## config.mk

```make
export PLATFORM = sky130hd
export DESIGN_NAME = ball_engine
export DESIGN_NICKNAME = d
export VERILOG_FILES = /design/src/rtl/ball_engine.sv
export SDC_FILE = /design/constraint.sdc
export NUM_CORES = 1
export LEC_CHECK = 0
export BUFFER_PORTS_ARGS = -buffer_cell sky130_fd_sc_hd__clkbuf_2
export CAP_MARGIN = 10
export CORE_ASPECT_RATIO = 0.7
export CORE_MARGIN = 2
export CORE_UTILIZATION = 30
export DETAILED_ROUTE_END_ITERATION = 10
export PLACE_DENSITY = 0.54
export SLEW_MARGIN = 15
export SYNTH_ARGS = -nofsm -noshare
export SYNTH_HDL_FRONTEND = slang
export SYNTH_SLANG_ARGS = --single-unit
```

## constraint.sdc

```tcl
create_clock -name clk_i -period 4.63 [get_ports clk_i]
set_input_delay 0.926 -clock clk_i [delete_from_list [all_inputs] [get_ports clk_i]]
set_output_delay 0.926 -clock clk_i [all_outputs]
set_load 0.02 [all_outputs]
```

## src/rtl/ball_engine.sv

```systemverilog
// Multi-ball physics engine: sub-pixel motion, wall and paddle deflection,
// goal detection and a timed serve, one position update per frame strobe.
module ball_engine #(
    parameter int N_BALLS       = 2,
    parameter int X_POS_W       = 10,
    parameter int Y_POS_W       = 10,
    parameter int FRAC_W        = 4,
    parameter int SPEED_W       = 8,
    parameter int SCREEN_H_RES  = 640,
    parameter int SCREEN_V_RES  = 480,
    parameter int SCREEN_BORDER = 5,
    parameter int BALL_SIDE     = 8,
    parameter int SERVE_FRAMES  = 60,
    parameter int SERVE_SPEED   = 32,
    parameter int SPEEDUP_STEP  = 4,
    parameter int MAX_SPEED     = 96
) (
    input  logic                         clk_i,
    input  logic                         rst_i,
    input  logic                         enable_i,
    input  logic                         new_frame_i,
    input  logic [8:0]                   rnd_i,
    input  logic [N_BALLS-1:0]           hit_left_i,
    input  logic [N_BALLS-1:0]           hit_right_i,
    output logic [N_BALLS*X_POS_W-1:0]   x_pos_o,
    output logic [N_BALLS*Y_POS_W-1:0]   y_pos_o,
    output logic [N_BALLS-1:0]           active_o,
    output logic [N_BALLS-1:0]           goal_left_o,
    output logic [N_BALLS-1:0]           goal_right_o
);

    localparam int XW    = X_POS_W + FRAC_W;
    localparam int YW    = Y_POS_W + FRAC_W;
    localparam int PW    = (XW > YW) ? XW : YW;
    localparam int MAG_W = SPEED_W - 1;
    localparam int CNT_W = $clog2(SERVE_FRAMES + 1);

    localparam logic [XW-1:0]      X_CENTRE = XW'(SCREEN_H_RES / 2) << FRAC_W;
    localparam logic [YW-1:0]      Y_CENTRE = YW'(SCREEN_V_RES / 2) << FRAC_W;
    localparam logic [X_POS_W-1:0] GOAL_L   = X_POS_W'(SCREEN_BORDER);
    localparam logic [X_POS_W-1:0] GOAL_R   = X_POS_W'(SCREEN_H_RES - SCREEN_BORDER);
    localparam logic [Y_POS_W-1:0] WALL_TOP = Y_POS_W'(SCREEN_BORDER);
    localparam logic [Y_POS_W:0]   WALL_BOT = (Y_POS_W + 1)'(SCREEN_V_RES - SCREEN_BORDER);
    localparam logic [Y_POS_W:0]   SIDE     = (Y_POS_W + 1)'(BALL_SIDE);
    localparam logic [CNT_W-1:0]   CNT_LAST = CNT_W'(SERVE_FRAMES - 1);

    typedef enum logic [1:0] {IDLE, SERVE, PLAY, GOAL} state_t;

    // Moves one axis by a sign-magnitude step; going below zero clamps to zero.
    function automatic logic [PW-1:0] sat_step(input logic [PW-1:0] pos,
                                               input logic neg,
                                               input logic [MAG_W-1:0] mag);
        logic signed [PW+1:0] acc;
        logic signed [PW+1:0] delta;
        acc   = $signed({2'b00, pos});
        delta = $signed({{(PW + 2 - MAG_W){1'b0}}, mag});
        acc   = neg ? (acc - delta) : (acc + delta);
        return (acc < 0) ? '0 : acc[PW-1:0];
    endfunction

    function automatic logic [MAG_W-1:0] speed_up(input logic [MAG_W-1:0] mag);
        logic [MAG_W:0] sum;
        sum = {1'b0, mag} + (MAG_W + 1)'(SPEEDUP_STEP);
        return (sum > (MAG_W + 1)'(MAX_SPEED)) ? MAG_W'(MAX_SPEED) : sum[MAG_W-1:0];
    endfunction

    logic unused_rnd;
    assign unused_rnd = ^rnd_i[8:5];

    for (genvar gi = 0; gi < N_BALLS; gi++) begin : g_ball
        localparam logic PARITY = ((gi % 2) == 1);

        state_t             state_q, state_n;
        logic [XW-1:0]      x_q, x_n;
        logic [YW-1:0]      y_q, y_n;
        logic               xs_q, xs_n, ys_q, ys_n;
        logic [MAG_W-1:0]   xm_q, xm_n, ym_q, ym_n;
        logic [CNT_W-1:0]   cnt_q, cnt_n;
        logic               hl_q, hl_n, hr_q, hr_n;
        logic               gl_q, gl_n, gr_q, gr_n;
        logic               hit_l, hit_r;
        logic [X_POS_W-1:0] x_int;
        logic [Y_POS_W-1:0] y_int;

        assign x_int = x_q[XW-1:FRAC_W];
        assign y_int = y_q[YW-1:FRAC_W];
        assign hit_l = hl_q | hit_left_i[gi];
        assign hit_r = hr_q | hit_right_i[gi];

        always_ff @(posedge clk_i) begin
            if (rst_i) begin
                state_q <= IDLE;
                x_q     <= X_CENTRE;
                y_q     <= Y_CENTRE;
                xs_q    <= 1'b0;
                ys_q    <= 1'b0;
                xm_q    <= '0;
                ym_q    <= '0;
                cnt_q   <= '0;
                hl_q    <= 1'b0;
                hr_q    <= 1'b0;
                gl_q    <= 1'b0;
                gr_q    <= 1'b0;
            end else begin
                state_q <= state_n;
                x_q     <= x_n;
                y_q     <= y_n;
                xs_q    <= xs_n;
                ys_q    <= ys_n;
                xm_q    <= xm_n;
                ym_q    <= ym_n;
                cnt_q   <= cnt_n;
                hl_q    <= hl_n;
                hr_q    <= hr_n;
                gl_q    <= gl_n;
                gr_q    <= gr_n;
            end
        end

        always_comb begin
            state_n = state_q;
            x_n     = x_q;
            y_n     = y_q;
            xs_n    = xs_q;
            ys_n    = ys_q;
            xm_n    = xm_q;
            ym_n    = ym_q;
            cnt_n   = cnt_q;
            hl_n    = hl_q;
            hr_n    = hr_q;
            gl_n    = 1'b0;
            gr_n    = 1'b0;

            if (!enable_i) begin
                state_n = IDLE;
                x_n     = X_CENTRE;
                y_n     = Y_CENTRE;
                xs_n    = 1'b0;
                ys_n    = 1'b0;
                xm_n    = '0;
                ym_n    = '0;
                cnt_n   = '0;
                hl_n    = 1'b0;
                hr_n    = 1'b0;
            end else begin
                case (state_q)
                    IDLE: begin
                        state_n = SERVE;
                        cnt_n   = '0;
                    end
                    SERVE: begin
                        if (new_frame_i) begin
                            if (cnt_q == CNT_LAST) begin
                                state_n = PLAY;
                                xs_n    = rnd_i[0] ^ PARITY;
                                xm_n    = MAG_W'(SERVE_SPEED);
                                ys_n    = rnd_i[1];
                                ym_n    = MAG_W'({rnd_i[4:2], 2'b00});
                            end else begin
                                cnt_n = cnt_q + CNT_W'(1);
                            end
                        end
                    end
                    PLAY: begin
                        if (!new_frame_i) begin
                            hl_n = hit_l;
                            hr_n = hit_r;
                        end else if (x_int < GOAL_L || x_int > GOAL_R) begin
                            // Goal is judged on the pre-update position and overrides any hit.
                            state_n = GOAL;
                            gl_n    = (x_int < GOAL_L);
                            gr_n    = !(x_int < GOAL_L);
                            x_n     = X_CENTRE;
                            y_n     = Y_CENTRE;
                            xs_n    = 1'b0;
                            ys_n    = 1'b0;
                            xm_n    = '0;
                            ym_n    = '0;
                            hl_n    = 1'b0;
                            hr_n    = 1'b0;
                        end else begin
                            if (hit_l && !hit_r) begin
                                xs_n = 1'b0;
                                xm_n = speed_up(xm_q);
                            end else if (hit_r && !hit_l) begin
                                xs_n = 1'b1;
                                xm_n = speed_up(xm_q);
                            end
                            if (y_int < WALL_TOP && ys_q) begin
                                ys_n = 1'b0;
                            end else if (({1'b0, y_int} + SIDE) > WALL_BOT && !ys_q) begin
                                ys_n = 1'b1;
                            end
                            x_n  = XW'(sat_step(PW'(x_q), xs_n, xm_n));
                            y_n  = YW'(sat_step(PW'(y_q), ys_n, ym_n));
                            hl_n = 1'b0;
                            hr_n = 1'b0;
                        end
                    end
                    GOAL: begin
                        state_n = SERVE;
                        cnt_n   = '0;
                    end
                    default: state_n = IDLE;
                endcase
            end
        end

        assign x_pos_o[gi*X_POS_W +: X_POS_W] = x_int;
        assign y_pos_o[gi*Y_POS_W +: Y_POS_W] = y_int;
        assign active_o[gi]     = (state_q == PLAY);
        assign goal_left_o[gi]  = gl_q;
        assign goal_right_o[gi] = gr_q;
    end

endmodule
```

==> results.yml, run 1 <==
run_status:
  status: "completed"
drt:
  wl_met3_um: 963
  detail-route-antenna-nets: 0
  dr_wl_met2_um: 8230
  wl_per_cell_um: 15.4
  drt-met1-wl_um: 11400
  via_per_inst: 5.15
  topRoutingLayerUsed: "met4"
  first_iter_violations: 485
  vias: 6928
  wirelength_um: 20700
  firstDrtPassIters: 6
  drc: 0
yosys:
  syn-num-nets: 1095
  synth-seq-area-share_pct: 25.8
  syn_area_sq_um: 7770
  synth.avg_cell_area_sq_um: 7.68
  yosys_most_used_dff: "dfxtp_1"
  ys_async_sr_fraction_pct: 0
  synth_edf_count: 0
  synth.distinct_cells: 73
  yosysWarningCount: 0
  ys_ff_latch: 100
  syn_inst: 1012
clock_tree:
  cts_resized: 0
  cts_num_sinks: 100
  worstSkewPairLatency_ns: 0.36
  cts_tree: "done"
  cts_root_buffer: "clkbuf_16"
  clockBufferDepth: 2
  clk_pin_slew_ns: 0.08
  post_cts_buffers: 0
  cts_hold_repair.buffers: 0
  cts_made_buffers: 9
  cts_max_level: 3
timing:
  rsz0062_at_grt: "false"
  setup_ws_ns: 0.478
  hold_viol: 0
  finalSetupViolations: 0
  fin_worst_skew_ns: 0.0134
  slew_headroom_pct: 38.4
  fin_tns_setup_ns: 0
  tightestPinTransition_ns: 0.921
  maxSlewViolCount: 0
  max_freq_mhz: 241
  fin_crit_sh_pct: 89.7
  min_period_ns: 4.15
critical_path:
  path_class: "register to register"
  reg2reg_depth: 16
  rr_startpoint: "g_ball[0].xm_q[2]$_SDFFE_PP0P_"
  critPathLaunch: "g_ball[0].xm_q[2]$_SDFFE_PP0P_"
  critPathRequiredTime_ns: 4.93
  cp.arrival_ns: 4.45
  cp-end-kind: "register"
  r2r_slack_ns: 0.48
  crit_path_max_fanout: 8
  start_kind: "register"
  r2r_end: "g_ball[0].x_q[12]$_SDFFE_PP1P_"
layout:
  syn2layout_area_growth_pct: 7.55
  final_common_cell: "nor2_1"
  multiInputGateArea_sq_um: 4990
  nNetsFinal: 1090
  fillers: 2686
  drive_gt1_share_pct: 12.0
  regArea_sq_um: 2000
  mostFrequentLayoutCells: "nor2_1 (102), dfxtp_1 (100), nand2_1 (89)"
pwr:
  powerDensity_nw_per_um2: 223
  total_leakage_power_nw: 3.23
  peakVddDrop_v: 0.000151
floorplan:
  start_util_pct: 30.4
  die_width_um: 196
  die_area_sq_um: 27200
  die_y_um: 139
  row_count: 49
  core-area_sq_um: 25600
  io_pins: 63
placed_design:
  io_buffers: 58
  place.gp.congestion: 0.846
  place_ws_ns: 0.187
  dp_hpwl_um: 15600
hold_path:
  worstHoldStart: "g_ball[1].hr_q$_SDFFE_PP0P_"
  min_to: "g_ball[1].hr_q$_SDFFE_PP0P_"
  whs_path_depth: 2
  min-delay-path-class: "register to register"
global_routing:
  grt_first_pass_wirelength_um: 34200
  grt_usage_pct: 15.4
  antenna_found_initial: 1
  grt_max_degree: 25
  grt_pass1_vias: 6420
  overflow: 0
job:
  cap_violations: 0
## worst max path at each step
| stage | end | slack, ns | depth (start not counted) |
|---|---|---|---|
| 2_1_floorplan | g_ball[1].x_q[13]$_SDFFE_PP0P_ | 0.58 | 14 |
| 3_3_place_gp | g_ball[1].x_q[11]$_SDFFE_PP0P_ | 0.26 | 13 |
| 3_5_place_dp | g_ball[1].x_q[13]$_SDFFE_PP0P_ | 0.19 | 13 |
| 4_1_cts | g_ball[0].x_q[12]$_SDFFE_PP1P_ | 0.50 | 16 |
| 5_1_grt | g_ball[0].x_q[12]$_SDFFE_PP1P_ | 0.08 | 16 |
| 6_report | g_ball[0].x_q[12]$_SDFFE_PP1P_ | 0.48 | 16 |
## registers in the layout (all words and copies together) (netlist names)
signal,cells
g_ball.x_q,28
g_ball.xs_q,2
g_ball.cnt_q,12
g_ball.hl_q,2
g_ball.y_q,24
g_ball.gr_q,2
g_ball.gl_q,2
g_ball.xm_q,14
g_ball.state_q,4
g_ball.hr_q,2
g_ball.ym_q,6
g_ball.ys_q,2
## cell usage after synthesis (5+ instances only)
cell type  number  area share, %
mux2_2          6           0.87
o21a_1          9           0.87
nor2_1        102            4.9
nand3b_1        5           0.48
fa_1            8            2.1
xnor2_1        16            1.8
xor2_1         12            1.4
a31oi_1        17            1.4
o22ai_1         6           0.48
a21oi_1        76            4.9
or4_1           5           0.48
a31o_2          6           0.68
nor4_1          9           0.72
dfxtp_1       100             26
a22o_1          6           0.68
a22oi_1        18            1.7
a21o_1          9           0.87
nand4_1        14            1.1
nand3_1        29            1.9
o21ai_0        63            4.1
and3_1         12           0.97
or2_2           8           0.64
nor3_1         17            1.1
ha_1           58            9.3
nand2_1        89            4.3
clkbuf_1       34            1.6
inv_1          71            3.4
buf_4          45            4.3
nor3b_1         8           0.77
a2bb2oi_1       7           0.79
nand2b_1       16            1.3
nor2b_1        10           0.80
buf_2           5           0.32
mux2i_1        22            2.8
or3_1          13            1.0
and2_1         12           0.97
## kinds of logic (layout without fill, tap and decap cells)
group,Yosys count,count (layout),share of synthesized area (%)
DFF,100,100,25.8
xor gates and xnor gates,28,28,3.15
other,0,1,0
and+or+nand+nor,359,359,22.9
AOI/OAI and AO/OA,274,274,23.1
muxes,28,28,3.70
adders and majority gates,66,66,11.4
buffers and inverters,157,157,10.0
## cell type report
cell class              count  share of cell area (%)
clock buffers              10                    2.86
inverters                  71                    3.19
well taps                 331                    4.95
multi-input cells         755                    59.7
repair buffers             70                    4.55
clock inverters             6                   0.733
flip-flops and latches    100                    23.9
diodes                      1                  0.0299
## layer usage
metal	vias up	GRT usage, %
met3	13	3.65
met4	0	2.75
met5	-	0
li1	3538	-
met2	120	21.4
met1	3257	23.9
## power breakdown
part	switching, mW	internal, mW	total, mW
logic	0.126	0.0675	0.193
registers	0.00996	0.867	0.877
clock network	0.362	0.434	0.796
total	0.497	1.37	1.87
## critical path, cell delays in order, from the launching register on
cell and delay [ns]:
dfxtp_1 0.46, ha_1 0.18, nor3b_1 0.33, nand2_1 0.10, a31o_2 0.25, a22o_1 0.23
and2_1 0.18, nor2b_1 0.33, inv_1 0.15, fa_1 0.43, nand2b_1 0.10, a2111o_1 0.20
a31oi_4 0.12, nor3_1 0.24, o21ba_2 0.23, or4_1 0.47, nand3_1 0.09
## per-stage QoR
step                      cell area (sq um)  std cells  hold WS, ns  power, mW  utilization, %
after global placement                 8060       1327        0.442       1.09            31.5
after CTS                              8360       1343        0.473       1.89            32.7
final                                  8360       1344        0.471       1.87            32.7
after detailed placement               8060       1327        0.455       1.09            31.5
after global routing                   8360       1343        0.498       1.95            32.7
after floorplan                        7770       1012        0.429       1.04               -
(Power assumes the default switching activity.)
==> run 2, diff against run 1 <==
--- a/config.mk
+++ b/config.mk
@@ -10,6 +10,7 @@
 export CORE_ASPECT_RATIO = 0.7
 export CORE_MARGIN = 2
 export CORE_UTILIZATION = 30
+export CTS_BUF_LIST = sky130_fd_sc_hd__clkbuf_4
 export DETAILED_ROUTE_END_ITERATION = 10
 export PLACE_DENSITY = 0.54
 export SLEW_MARGIN = 15
==> run 2 against run 1 <==
  * Power fell by 16%
  * Sequential cell count did not move
  * Sequential power barely moved
  * Largest cell class unchanged
  * First-iteration DRC count rose by 12%
  * Sequential share of layout area rose by 0.48 points
  * Final cell count barely moved
  * Combinational power barely moved
  * Worst setup slack got worse by 0.024 ns
  * Worst hold slack improved by 0.021 ns
  * Cell area fell by 2.0%
==> results.yml, run 2 (synthesized netlist as in run 1, its figures left out) <==
drt:
  vias: 6896
  wl_met3_um: 1100
  drc: 0
  dr_wl_met2_um: 8130
  wirelength_um: 20600
  detail-route-antenna-nets: 0
  firstDrtPassIters: 5
  wl_per_cell_um: 15.3
  via_per_inst: 5.13
  topRoutingLayerUsed: "met4"
  drt-met1-wl_um: 11200
  first_iter_violations: 543
global_routing:
  antenna_found_initial: 2
  grt_pass1_vias: 6423
  grt_first_pass_wirelength_um: 34100
  grt_usage_pct: 15.4
  grt_max_degree: 25
  overflow: 0
pwr:
  powerDensity_nw_per_um2: 191
  total_leakage_power_nw: 3.15
  peakVddDrop_v: 0.000145
floorplan:
  row_count: 49
  die_width_um: 196
  core-area_sq_um: 25600
  die_area_sq_um: 27200
  die_y_um: 139
  start_util_pct: 30.4
  io_pins: 63
critical_path:
  path_class: "register to register"
  crit_path_max_fanout: 8
  cp-end-kind: "register"
  crit_family: "simple AND/OR/NAND/NOR gates"
  start_kind: "register"
  cp.arrival_ns: 4.63
  crit_buf_inv: 1
  crit_chain: "ha_1 > nor3b_1 > nand2_1 > a31o_2 > a22o_1 > and2_1 > nor2b_1 > inv_1 > fa_1 > nand2b_1 > a2111o_1 > a31oi_4 > nor3_1 > o21ba_2 > or4_1 > nand3_1"
  cp_slowest_cell: "dfxtp_1"
  critPathRequiredTime_ns: 5.08
  slowest_delay_ns: 0.49
timing:
  finalSetupViolations: 0
  slew_headroom_pct: 34.9
  rsz0062_at_grt: "false"
  fin_worst_skew_ns: 0.0292
  fin_crit_sh_pct: 90.2
  min_period_ns: 4.18
  max_freq_mhz: 239
  fin_tns_setup_ns: 0
  setup_ws_ns: 0.454
  maxSlewViolCount: 0
  tightestPinTransition_ns: 0.973
  hold_viol: 0
placed_design:
  place_ws_ns: 0.187
  dp_hpwl_um: 15600
  io_buffers: 58
  place.gp.congestion: 0.846
layout:
  largest_reg_flops: 28
  fillers: 2705
  final_common_cell: "nor2_1"
  mostFrequentLayoutCells: "nor2_1 (102), dfxtp_1 (100), nand2_1 (89)"
  nNetsFinal: 1090
  syn2layout_area_growth_pct: 5.42
  largestRegisters: "g_ball.x_q: 28 flops, g_ball.y_q: 24 flops, g_ball.xm_q: 14 flops"
  drive_gt1_share_pct: 11.9
  regMostFlops: "g_ball.x_q"
clock_tree:
  cts_max_level: 3
  cts_root_buffer: "clkbuf_4"
  cts_resized: 0
  cts_tree: "done"
  clockBufferDepth: 2
  cts_hold_repair.buffers: 0
  cts_made_buffers: 9
  post_cts_buffers: 0
  cts_num_sinks: 100
  worstSkewPairLatency_ns: 0.50
  clk_pin_slew_ns: 0.19
run_status:
  status: "completed"
job:
  cap_violations: 0
hold_path:
  min-delay-path-class: "register to register"
==> run 2: cell count changes in the layout (fill, tap and decap cells not counted) <==
cell,change
clkinv_1,+1
clkbuf_4,+9
clkbuf_16,-9
clkbuf_8,-1
diode_2,+1
==> run 2: final timing paths <==
check | from | end | slack (ns) | depth (start not counted)
max | g_ball[0].xm_q[2]$_SDFFE_PP0P_ | g_ball[0].x_q[12]$_SDFFE_PP1P_ | 0.45 | 16
min | g_ball[1].hr_q$_SDFFE_PP0P_ | g_ball[1].hr_q$_SDFFE_PP0P_ | 0.49 | 2
max reg2reg | g_ball[0].xm_q[2]$_SDFFE_PP0P_ | g_ball[0].x_q[12]$_SDFFE_PP1P_ | 0.45 | 16
min reg2reg | g_ball[1].hr_q$_SDFFE_PP0P_ | g_ball[1].hr_q$_SDFFE_PP0P_ | 0.49 | 2
==> run 2: worst reg2reg max path: cells and delay by family, from the launching register on <==
| family | cells | cell delay, ns |
|---|---|---|
| AO/OA/AOI/OAI | 5 | 1.04 |
| adder cells (fa/ha/maj) | 2 | 0.61 |
| buffers and inverters | 1 | 0.15 |
| flip-flops | 1 | 0.49 |
| AND/OR/NAND/NOR | 8 | 1.83 |
==> run 2: report_power, final <==
group	switching, mW	internal [mW]	total (mW)
sequential	0.00996	0.869	0.879
combinational	0.125	0.0675	0.192
clock	0.333	0.162	0.496
total	0.468	1.10	1.57
==> run 2: final cells by class <==
cell class	instances	area, sq um	area share, %
diodes	2	5.00	0.0611
clock buffers	9	67.6	0.824
clock inverters	7	65.1	0.794
inverters	71	267	3.25
multi-input cells	755	4990	60.9
flip-flops and latches	100	2000	24.4
well taps	331	414	5.05
repair buffers	70	380	4.64
==> run 2: stage by stage <==
stage	util, %	area, sq um	power [mW]	std cells	hold slack (ns)
floorplan	-	7770	1.04	1012	0.429
global placement	31.5	8060	1.09	1327	0.442
detailed placement	31.5	8060	1.09	1327	0.455
CTS	32.0	8190	1.59	1343	0.495
global route	32.0	8190	1.64	1344	0.521
finish	32.1	8200	1.57	1345	0.491
==> run 2: routing by layer <==
metal,global-route usage (%),vias up
li1,-,3541
met1,23.8,3214
met2,21.4,130
met3,3.75,11
met4,2.75,0
met5,0,-
